`src/rtl/ptp_echo_timer.sv`:
```
// ptp_echo_timer
// Times a run of 2**ROUNDS_LOG2 ping/echo exchanges on a piezo line and
// reports the sum and truncated average of the captured intervals. The same
// instance acts as master (sends pings, times echoes) or slave (waits for a
// ping, replies, then times each following ping against its own reply).
//
// Ports:
//   clock        single clock for all logic
//   reset        asynchronous, active-low
//   enable       0 forces the block back to IDLE, same as abort
//   master_mode  role select, sampled when start is accepted (1 = master)
//   start        single-cycle request, accepted only in IDLE with enable = 1
//   abort        synchronous return to IDLE, wins over start
//   piezo_in     asynchronous echo/ping input
//   piezo_out    registered pulse output
//   busy         high whenever the controller is not idle
//   result_valid one-cycle pulse when a measurement completes
//   result_sum   sum of the captured intervals
//   result_avg   result_sum >> ROUNDS_LOG2, truncated
//   timeout_err  sticky listen-timeout flag, cleared by the next accepted start
module ptp_echo_timer #(
    parameter int CNT_W       = 32,
    parameter int PULSE_LEN   = 6,
    parameter int BLANK_LEN   = 16,
    parameter int TIMEOUT     = 100000,
    parameter int ROUNDS_LOG2 = 2,
    parameter int SYNC_STAGES = 2
) (
    input  logic                         clock,
    input  logic                         reset,
    input  logic                         enable,
    input  logic                         master_mode,
    input  logic                         start,
    input  logic                         abort,
    input  logic                         piezo_in,
    output logic                         piezo_out,
    output logic                         busy,
    output logic                         result_valid,
    output logic [CNT_W+ROUNDS_LOG2-1:0] result_sum,
    output logic [CNT_W-1:0]             result_avg,
    output logic                         timeout_err
);

    localparam int SUM_W = CNT_W + ROUNDS_LOG2;
    localparam int RND_W = ROUNDS_LOG2 + 1;

    // The interval counter runs from TX entry, so the TX and BLANK phase
    // ends are fixed counter values and need no separate phase counter.
    localparam logic [CNT_W-1:0] TX_LAST     = CNT_W'(PULSE_LEN - 1);
    localparam logic [CNT_W-1:0] BLANK_LAST  = CNT_W'(PULSE_LEN + BLANK_LEN - 1);
    localparam logic [CNT_W-1:0] LISTEN_LAST = CNT_W'(TIMEOUT - 1);
    localparam logic [CNT_W-1:0] CNT_MAX     = {CNT_W{1'b1}};
    localparam logic [CNT_W-1:0] CNT_ONE     = CNT_W'(1);
    localparam logic [RND_W-1:0] ROUNDS      = RND_W'(2 ** ROUNDS_LOG2);
    localparam logic [RND_W-1:0] ROUND_LAST  = RND_W'(2 ** ROUNDS_LOG2 - 1);
    localparam logic [RND_W-1:0] ROUND_ONE   = RND_W'(1);
    localparam bit               HAS_BLANK   = (BLANK_LEN != 32'sd0);

    typedef enum logic [2:0] {
        ST_IDLE       = 3'd0,
        ST_WAIT_FIRST = 3'd1,
        ST_TX         = 3'd2,
        ST_BLANK      = 3'd3,
        ST_LISTEN     = 3'd4,
        ST_DONE       = 3'd5
    } state_t;

    state_t                   state_r;
    state_t                   state_nxt_s;
    logic [SYNC_STAGES-1:0]   sync_r;
    logic                     sync_d_r;
    logic                     rise_s;
    logic                     kill_s;
    logic                     start_ok_s;
    logic                     capture_s;
    logic                     timeout_s;
    logic [SUM_W-1:0]         sum_nxt_s;
    logic [CNT_W-1:0]         cnt_r;
    logic [SUM_W-1:0]         sum_acc_r;
    logic [RND_W-1:0]         round_r;
    logic                     master_r;
    logic                     piezo_out_r;
    logic                     busy_r;
    logic                     result_valid_r;
    logic [SUM_W-1:0]         result_sum_r;
    logic [CNT_W-1:0]         result_avg_r;
    logic                     timeout_err_r;

    // Input synchroniser chain and its delayed last stage for edge detection
    always_ff @(posedge clock or negedge reset) begin
        if (!reset) begin
            sync_r   <= {SYNC_STAGES{1'b0}};
            sync_d_r <= 1'b0;
        end else begin
            sync_r   <= {sync_r[SYNC_STAGES-2:0], piezo_in};
            sync_d_r <= sync_r[SYNC_STAGES-1];
        end
    end

    assign rise_s = sync_r[SYNC_STAGES-1] & ~sync_d_r;

    // Next-state decode; rise only matters in WAIT_FIRST and LISTEN
    always_comb begin
        kill_s      = abort | ~enable;
        start_ok_s  = (state_r == ST_IDLE) && start && !kill_s;
        capture_s   = (state_r == ST_LISTEN) && rise_s;
        // A rise on the last listen cycle is still a capture, not a timeout.
        timeout_s   = (state_r == ST_LISTEN) && !rise_s && (cnt_r == LISTEN_LAST);
        sum_nxt_s   = capture_s ? (sum_acc_r + SUM_W'(cnt_r)) : sum_acc_r;
        state_nxt_s = state_r;
        if (kill_s) begin
            state_nxt_s = ST_IDLE;
        end else begin
            case (state_r)
                ST_IDLE: begin
                    if (start_ok_s) state_nxt_s = master_mode ? ST_TX : ST_WAIT_FIRST;
                    else            state_nxt_s = ST_IDLE;
                end
                ST_WAIT_FIRST: begin
                    if (rise_s) state_nxt_s = ST_TX;
                    else        state_nxt_s = ST_WAIT_FIRST;
                end
                ST_TX: begin
                    // Only a slave reaches TX with all rounds counted: that is
                    // the reply to its final capture, which ends the run.
                    if (cnt_r == TX_LAST) begin
                        if (round_r == ROUNDS) state_nxt_s = ST_DONE;
                        else if (HAS_BLANK)    state_nxt_s = ST_BLANK;
                        else                   state_nxt_s = ST_LISTEN;
                    end else begin
                        state_nxt_s = ST_TX;
                    end
                end
                ST_BLANK: begin
                    if (cnt_r == BLANK_LAST) state_nxt_s = ST_LISTEN;
                    else                     state_nxt_s = ST_BLANK;
                end
                ST_LISTEN: begin
                    if (capture_s) begin
                        if (master_r && (round_r == ROUND_LAST)) state_nxt_s = ST_DONE;
                        else                                     state_nxt_s = ST_TX;
                    end else if (timeout_s) begin
                        state_nxt_s = ST_IDLE;
                    end else begin
                        state_nxt_s = ST_LISTEN;
                    end
                end
                ST_DONE: state_nxt_s = ST_IDLE;
                default: state_nxt_s = ST_IDLE;
            endcase
        end
    end

    // Controller state, interval counter, accumulators and registered outputs
    always_ff @(posedge clock or negedge reset) begin
        if (!reset) begin
            state_r        <= ST_IDLE;
            cnt_r          <= {CNT_W{1'b0}};
            sum_acc_r      <= {SUM_W{1'b0}};
            round_r        <= {RND_W{1'b0}};
            master_r       <= 1'b0;
            piezo_out_r    <= 1'b0;
            busy_r         <= 1'b0;
            result_valid_r <= 1'b0;
            result_sum_r   <= {SUM_W{1'b0}};
            result_avg_r   <= {CNT_W{1'b0}};
            timeout_err_r  <= 1'b0;
        end else begin
            state_r        <= state_nxt_s;
            busy_r         <= (state_nxt_s != ST_IDLE);
            piezo_out_r    <= (state_nxt_s == ST_TX);
            result_valid_r <= (state_nxt_s == ST_DONE);

            // Every TX entry comes from another state, so this marks a new ping.
            if ((state_nxt_s == ST_TX) && (state_r != ST_TX)) begin
                cnt_r <= {CNT_W{1'b0}};
            end else if (cnt_r != CNT_MAX) begin
                cnt_r <= cnt_r + CNT_ONE;
            end else begin
                cnt_r <= cnt_r;
            end

            if (start_ok_s) begin
                sum_acc_r     <= {SUM_W{1'b0}};
                round_r       <= {RND_W{1'b0}};
                timeout_err_r <= 1'b0;
                master_r      <= master_mode;
            end else begin
                if (capture_s) begin
                    sum_acc_r <= sum_nxt_s;
                    round_r   <= round_r + ROUND_ONE;
                end
                if (timeout_s && !kill_s) begin
                    timeout_err_r <= 1'b1;
                end
            end

            // Results change only on DONE entry and hold otherwise.
            if (state_nxt_s == ST_DONE) begin
                result_sum_r <= sum_nxt_s;
                result_avg_r <= CNT_W'(sum_nxt_s >> ROUNDS_LOG2);
            end
        end
    end

    assign piezo_out    = piezo_out_r;
    assign busy         = busy_r;
    assign result_valid = result_valid_r;
    assign result_sum   = result_sum_r;
    assign result_avg   = result_avg_r;
    assign timeout_err  = timeout_err_r;

endmodule

```
`config.mk`:
```
export PLATFORM = sky130hd
export DESIGN_NAME = ptp_echo_timer
export DESIGN_NICKNAME = d
export VERILOG_FILES = /design/src/rtl/ptp_echo_timer.sv
export SDC_FILE = /design/constraint.sdc
export NUM_CORES = 1
export LEC_CHECK = 0
export CAP_MARGIN = 40
export CORE_ASPECT_RATIO = 2
export CORE_MARGIN = 2
export CORE_UTILIZATION = 55
export CTS_CLUSTER_SIZE = 24
export DETAILED_ROUTE_END_ITERATION = 6
export GPL_ROUTABILITY_DRIVEN = 0
export PLACE_DENSITY = 0.9
export SLEW_MARGIN = 20
export SYNTH_ARGS = -nofsm -noshare
export SYNTH_HDL_FRONTEND = slang
export SYNTH_SLANG_ARGS = --single-unit
```
`constraint.sdc`:
```
create_clock -name clock -period 3.3 [get_ports clock]
set_input_delay 0.99 -clock clock [delete_from_list [all_inputs] [get_ports clock]]
set_output_delay 0.99 -clock clock [all_outputs]
set_load 0.005 [all_outputs]
```
==> results.json, run 1 <==
{
  "outcome": "finished clean",
  "start_util_pct": 55.76,
  "worstPathMaxFanout": 7,
  "leakage_nw": 3.790,
  "die_w_um": 84.92,
  "sequentialPowerShare_pct": 39.3,
  "slew_headroom_pct": 54.09,
  "synthFlopType": "dfrtp_1",
  "final_cell_mix": "dfrtp_1 (114), nor2_1 (109), clkdlybuf4s50_1 (75), nand2_1 (69), a21oi_1 (58)",
  "die_area_mm2": 0.01408,
  "grt_usage_pct": 27.58,
  "drt-pass1-iter-count": 6,
  "clock_path_buffers": 2,
  "grt_start_max_net_pins": 68,
  "p_comb_share_pct": 21.3,
  "rows": 59,
  "antenna_left": 0,
  "crit_path_start_kind": "flop",
  "wl_mm": 18.86,
  "synthesis.area_mm2": 0.007203,
  "grt_pass1_vias": 6290,
  "die_h_um": 165.8,
  "cts_root_buf": "clkbuf_16",
  "arrival_ns": 3.53,
  "synthTopCellsByArea": "dfrtp_1 (40%), ha_1 (6.4%), nor2_1 (5.7%), a21oi_1 (4.0%), xnor2_1 (4.0%)",
  "h-tree-depth": 4,
  "worst_slack_ns": 0.1052,
  "max_freq_mhz": 313.0,
  "synth_cell_types": 72,
  "clock_power_share_pct": 39.4,
  "synth-seq-cells": 114,
  "internal_power_mw": 3.162,
  "vdd_drop_max_mv": 0.5457,
  "place_ws_ns": 0.2019,
  "yosysSeqAreaShare_pct": 39.60,
  "synth_edf_count": 0,
  "postCtsResizedCells": 0,
  "cts_buffers": 17,
  "hold_viol": 0,
  "p_sw_mw": 1.600,
  "hold_class": "reg -> reg",
  "drt_iter0_markers": 605,
  "ys_async_sr_fraction_pct": 100.0,
  "synth.top_cell.area_share_pct": 39.60,
  "drive_above_1_share_pct": 8.899,
  "avgSynthCellArea_um2": 8.970,
  "grt_pass1_wl_mm": 30.70,
  "gr-total-overflow": 0,
  "cts_setup_buffers": 0,
  "postLayoutCoreUtil_pct": 65.39,
  "drc": 0,
  "num_vias": 6344,
  "crit_type": "reg -> reg",
  "power_density_mw_per_mm2": 563.8,
  "clk_pin_slew_worst_paths_ns": 0.06,
  "final_common_cell": "dfrtp_1",
  "dpl.hpwl_mm": 13.00,
  "cts.sinks": 114,
  "clk_latency_ns": 0.42,
  "cap_violations": 0,
  "crit_required_ns": 3.64,
  "nNetsFinal": 886,
  "routedWlPerCell_um": 18.75,
  "tightest_slew_ns": 0.6823,
  "layout_min_cycle_time_ns": 3.195,
  "antenna_found_initial": 0,
  "syn2layout_area_growth_pct": 17.27,
  "skew_ns": 0.009243,
  "ys_warn_count": 0,
  "antennaDiodeCount": 0,
  "core-area_mm2": 0.01292,
  "finalSetupViolations": 0,
  "critPathCaptureType": "flop",
  "port_buffers": 76,
  "cts_tree": "done",
  "slew_violations": 0,
  "p_sw_share_pct": 33.60,
  "routed_via_density": 6.306,
  "synthCells": 803,
  "post-route-period-util_pct": 96.81,
  "ios": 77,
  "cts-hold-fix-buffers": 0,
  "syn_nets": 848,
  "n_fill_cell": 932,
  "synth.largest_area_cell": "dfrtp_1"
}
## cell families (layout without fill, tap and decap cells)
logic type      Yosys count  after routing  share of synthesized area [%]
compound gates          177            177                          15.84
mux                      18             18                          2.849
buf+inv                  93            144                          7.556
fa+ha+maj                38             38                          6.705
flops                   114            114                          39.60
simple gates            307            307                          20.64
xor+xnor                 56             56                          6.809
## cells in the mapped netlist (all sizes together) (4+ instances only)
cell type	instances
xor2	23
nand4	25
inv	19
ha	37
nor2	109
nand2b	5
o31ai	6
xnor2	33
nand3	22
a21o	20
a211oi	4
nand2	71
buf	46
a21oi	60
nor4	8
a31oi	6
nor3	14
o211ai	4
clkbuf	28
mux2	5
nor2b	6
and4	4
o21ai	45
and2	6
and3	18
dfrtp	114
mux2i	13
or3	6
or2	4
## cell type report
class                   instances  area, µm²  area share (%)
clock inverters                13      160.2           1.896
well taps                     152      190.2           2.252
inverters                      19      83.83          0.9924
clock buffers                  19      442.9           5.244
multi-input cells             596       3806           45.06
flip-flops and latches        114       2853           33.77
repair buffers                 93      910.9           10.78
## power by group through the flow
stage / Combinational (mW) / Sequential [mW] / Clock [mW]
global placement: 0.949 / 1.87 / 0
finish: 1.01 / 1.87 / 1.88
detailed placement: 0.978 / 1.87 / 0
CTS: 1.00 / 1.85 / 1.89
floorplan: 0.788 / 1.74 / 0
global route: 1.13 / 1.88 / 1.96
## per-layer routing
metal	GRT usage (%)	wire length (µm)
met4	19.39	1373
met5	0	0
met3	5.219	1064
met1	29.46	6492
met2	47.65	9928
## critical path: stages (launching register included)
cell,delay [ns]
dfrtp_1,0.52
ha_1,0.48
a21o_1,0.18
a31o_2,0.13
a21oi_1,0.07
o311ai_1,0.42
a22oi_2,0.21
a2111oi_0,0.60
o21ai_0,0.28
a31oi_1,0.21
## per-stage QoR
stage                     setup TNS [ns]  instance area, µm²  hold WS (ns)  std cells  power [mW]
after global placement                 0                7829        0.3335        972       2.816
after CTS                              0                8432        0.3481       1004       4.739
after global routing             -0.3138                8447        0.3618       1006       4.968
after floorplan                        0                7203        0.3312        803       2.526
after detailed placement               0                7829        0.3347        972       2.846
final                                  0                8447        0.3460       1006       4.763
## worst paths after layout
path                           start             end  slack (ns)  depth (start not counted)
min in group asynchronous      reset            busy        0.58                          1
max                        cnt_r[16]  result_sum[32]        0.11                          9
max reg2reg                cnt_r[16]  result_sum[32]        0.11                          9
min                        sync_r[0]       sync_r[1]        0.35                          0
min reg2reg                sync_r[0]       sync_r[1]        0.35                          0
max in group asynchronous      reset  result_sum[22]        1.95                          2
## registers in the layout (all words and copies together), names as in the netlist
name,cells
round_r,3
result_valid,1
state_r,3
sum_acc_r,34
sync_r,2
piezo_out,1
busy,1
cnt_r,32
result_sum,34
master_r,1
sync_d_r,1
timeout_err,1
Power figures use the tool's default switching activity.
==> inputs of run 2 (changes only) <==
--- a/config.mk
+++ b/config.mk
@@ -7,11 +7,13 @@
 export LEC_CHECK = 0
 export CAP_MARGIN = 40
+export CELL_PAD_IN_SITES_DETAIL_PLACEMENT = 1
+export CELL_PAD_IN_SITES_GLOBAL_PLACEMENT = 1
 export CORE_ASPECT_RATIO = 2
 export CORE_MARGIN = 2
-export CORE_UTILIZATION = 55
+export CORE_UTILIZATION = 44
 export CTS_CLUSTER_SIZE = 24
 export DETAILED_ROUTE_END_ITERATION = 6
 export GPL_ROUTABILITY_DRIVEN = 0
-export PLACE_DENSITY = 0.9
+export PLACE_DENSITY = 0.93
 export SLEW_MARGIN = 20
 export SYNTH_ARGS = -nofsm -noshare
==> constraint.sdc (replaced) <==
create_clock -name clock -period 3.3 [get_ports clock]
set_input_delay 0.66 -clock clock [delete_from_list [all_inputs] [get_ports clock]]
set_output_delay 0.66 -clock clock [all_outputs]
set_load 0.005 [all_outputs]
==> results.json, run 2 (synthesis gave the netlist of run 1 again) <==
{
  "sequentialPowerShare_pct": 39.4,
  "grt_pass1_wl_mm": 34.53,
  "critPathCaptureType": "flop",
  "finalNonFillerCells": 1056,
  "drt_iter0_markers": 336,
  "cts-hold-fix-buffers": 0,
  "clock_path_buffers": 2,
  "start_util_pct": 44.50,
  "post-route-period-util_pct": 97.04,
  "slew_headroom_pct": 56.54,
  "h-tree-depth": 4,
  "port_buffers": 76,
  "p_sw_share_pct": 34.86,
  "cts.sinks": 114,
  "final_cell_mix": "dfrtp_1 (114), nor2_1 (108), clkdlybuf4s50_1 (75), nand2_1 (69), a21oi_1 (58)",
  "drc": 0,
  "syn2layout_area_growth_pct": 17.77,
  "hold_viol": 0,
  "grt_usage_pct": 25.69,
  "antennaDiodeCount": 0,
  "place_area_mm2": 0.007896,
  "arrival_ns": 3.54,
  "power_density_mw_per_mm2": 557.9,
  "postCtsResizedCells": 0,
  "drive_above_1_share_pct": 9.038,
  "routed_via_density": 5.941,
  "antenna_found_initial": 0,
  "clk_pin_slew_worst_paths_ns": 0.06,
  "finalSetupViolations": 0,
  "slowest_delay_ns": 0.44,
  "vdd_drop_max_mv": 0.3615,
  "cts_setup_buffers": 0,
  "slew_violations": 0,
  "core-area_mm2": 0.01619,
  "drt-pass1-iter-count": 4,
  "critPathSlowestCell": "fa_1",
  "setup_tns_ns": 0,
  "internal_power_mw": 3.083,
  "die_w_um": 94.48,
  "p_comb_share_pct": 22.3,
  "num_vias": 6274,
  "grt_pass1_vias": 6849,
  "max_freq_mhz": 312.3,
  "gr-total-overflow": 0,
  "clk_latency_ns": 0.43,
  "routedWlPerCell_um": 20.38,
  "wl_mm": 21.52,
  "crit_required_ns": 3.63,
  "grt_start_max_net_pins": 49,
  "cts_root_buf": "clkbuf_16",
  "cts_tree": "done",
  "die_h_um": 184.9,
  "die_area_mm2": 0.01747,
  "ios": 77,
  "dpl.hpwl_mm": 15.06,
  "final_cell_area_mm2": 0.008483,
  "nNetsFinal": 884,
  "cap_violations": 0,
  "cts_buffers": 17,
  "leakage_nw": 3.778,
  "dp.cells": 1024,
  "tightest_slew_ns": 0.6520,
  "grt_setup_unrepaired": "true",
  "worstPathMaxFanout": 5,
  "skew_ns": 0.01001,
  "crit_buf_inv": 0,
  "rows": 66,
  "total_power_mw": 4.733,
  "crit_path_start_kind": "flop",
  "hold_class": "in -> async",
  "clock_power_share_pct": 38.3,
  "final_common_cell": "dfrtp_1",
  "layout_min_cycle_time_ns": 3.202,
  "crit_type": "reg -> reg",
  "p_sw_mw": 1.650,
  "fin_hold_ws_ns": 0.2601,
  "outcome": "finished clean",
  "antenna_left": 0,
  "critical_path.cell_chain": "ha_1, fa_1, a21oi_1, o211a_1, o311ai_4, o211a_4, a22oi_2, a2111oi_1, or3_1, a31oi_1",
  "critPathTopFamily": "compound AO/OA/AOI/OAI gates"
}
-- run 2: changes by cell type in the layout (fill, tap and decap cells not counted), sizes merged --
cell and change:
clkbuf -1, buf -2, inv -1, bufinv -1
clkinv +3
-- run 2: area by class of cell --
cell class                 instances  area, µm²
sequential                       114       2853
timing repair buffer              91      895.9
fill                            1890       7702
clock inverter                    14      140.1
inverter                          19      83.83
tap                              204      255.2
multi-input combinational        596       3816
clock buffer                      18      439.2
-- run 2: stage by stage --
| step | utilization [%] | setup WS [ns] |
|---|---|---|
| 2_1_floorplan | - | 0.5281 |
| 3_3_place_gp | 48.79 | 0.2815 |
| 4_1_cts | 52.37 | 0.02970 |
| 6_report | 52.41 | 0.09761 |
| 5_1_grt | 52.41 | -0.1872 |
| 3_5_place_dp | 48.79 | 0.1532 |
-- run 2: power by group through the flow --
stage	clock, mW	sequential, mW	combinational (mW)
6_report	1.81	1.86	1.06
5_1_grt	1.90	1.88	1.16
4_1_cts	1.84	1.85	1.05
3_5_place_dp	0	1.88	1.01
3_3_place_gp	0	1.87	0.962
2_1_floorplan	0	1.74	0.788
-- run 2: final timing paths --
| path | from | endpoint | slack, ns | depth (start not counted) |
|---|---|---|---|---|
| max reg2reg | cnt_r[0] | result_sum[32] | 0.1 | 10 |
| max | cnt_r[0] | result_sum[32] | 0.1 | 10 |
| min | reset | piezo_out | 0.26 | 1 |
| min in group clock | sync_r[0] | sync_r[1] | 0.37 | 0 |
| max in group asynchronous | reset | result_sum[33] | 2.29 | 2 |
| min reg2reg | sync_r[0] | sync_r[1] | 0.37 | 0 |
-- run 2: layer usage --
metal	up-vias	track usage (%)	part of all wire (%)
li1	2868	-	-
met2	179	47.00	55
met4	0	18.43	6.4
met3	96	4.679	3.0
met1	3131	25.14	35
met5	-	0	0
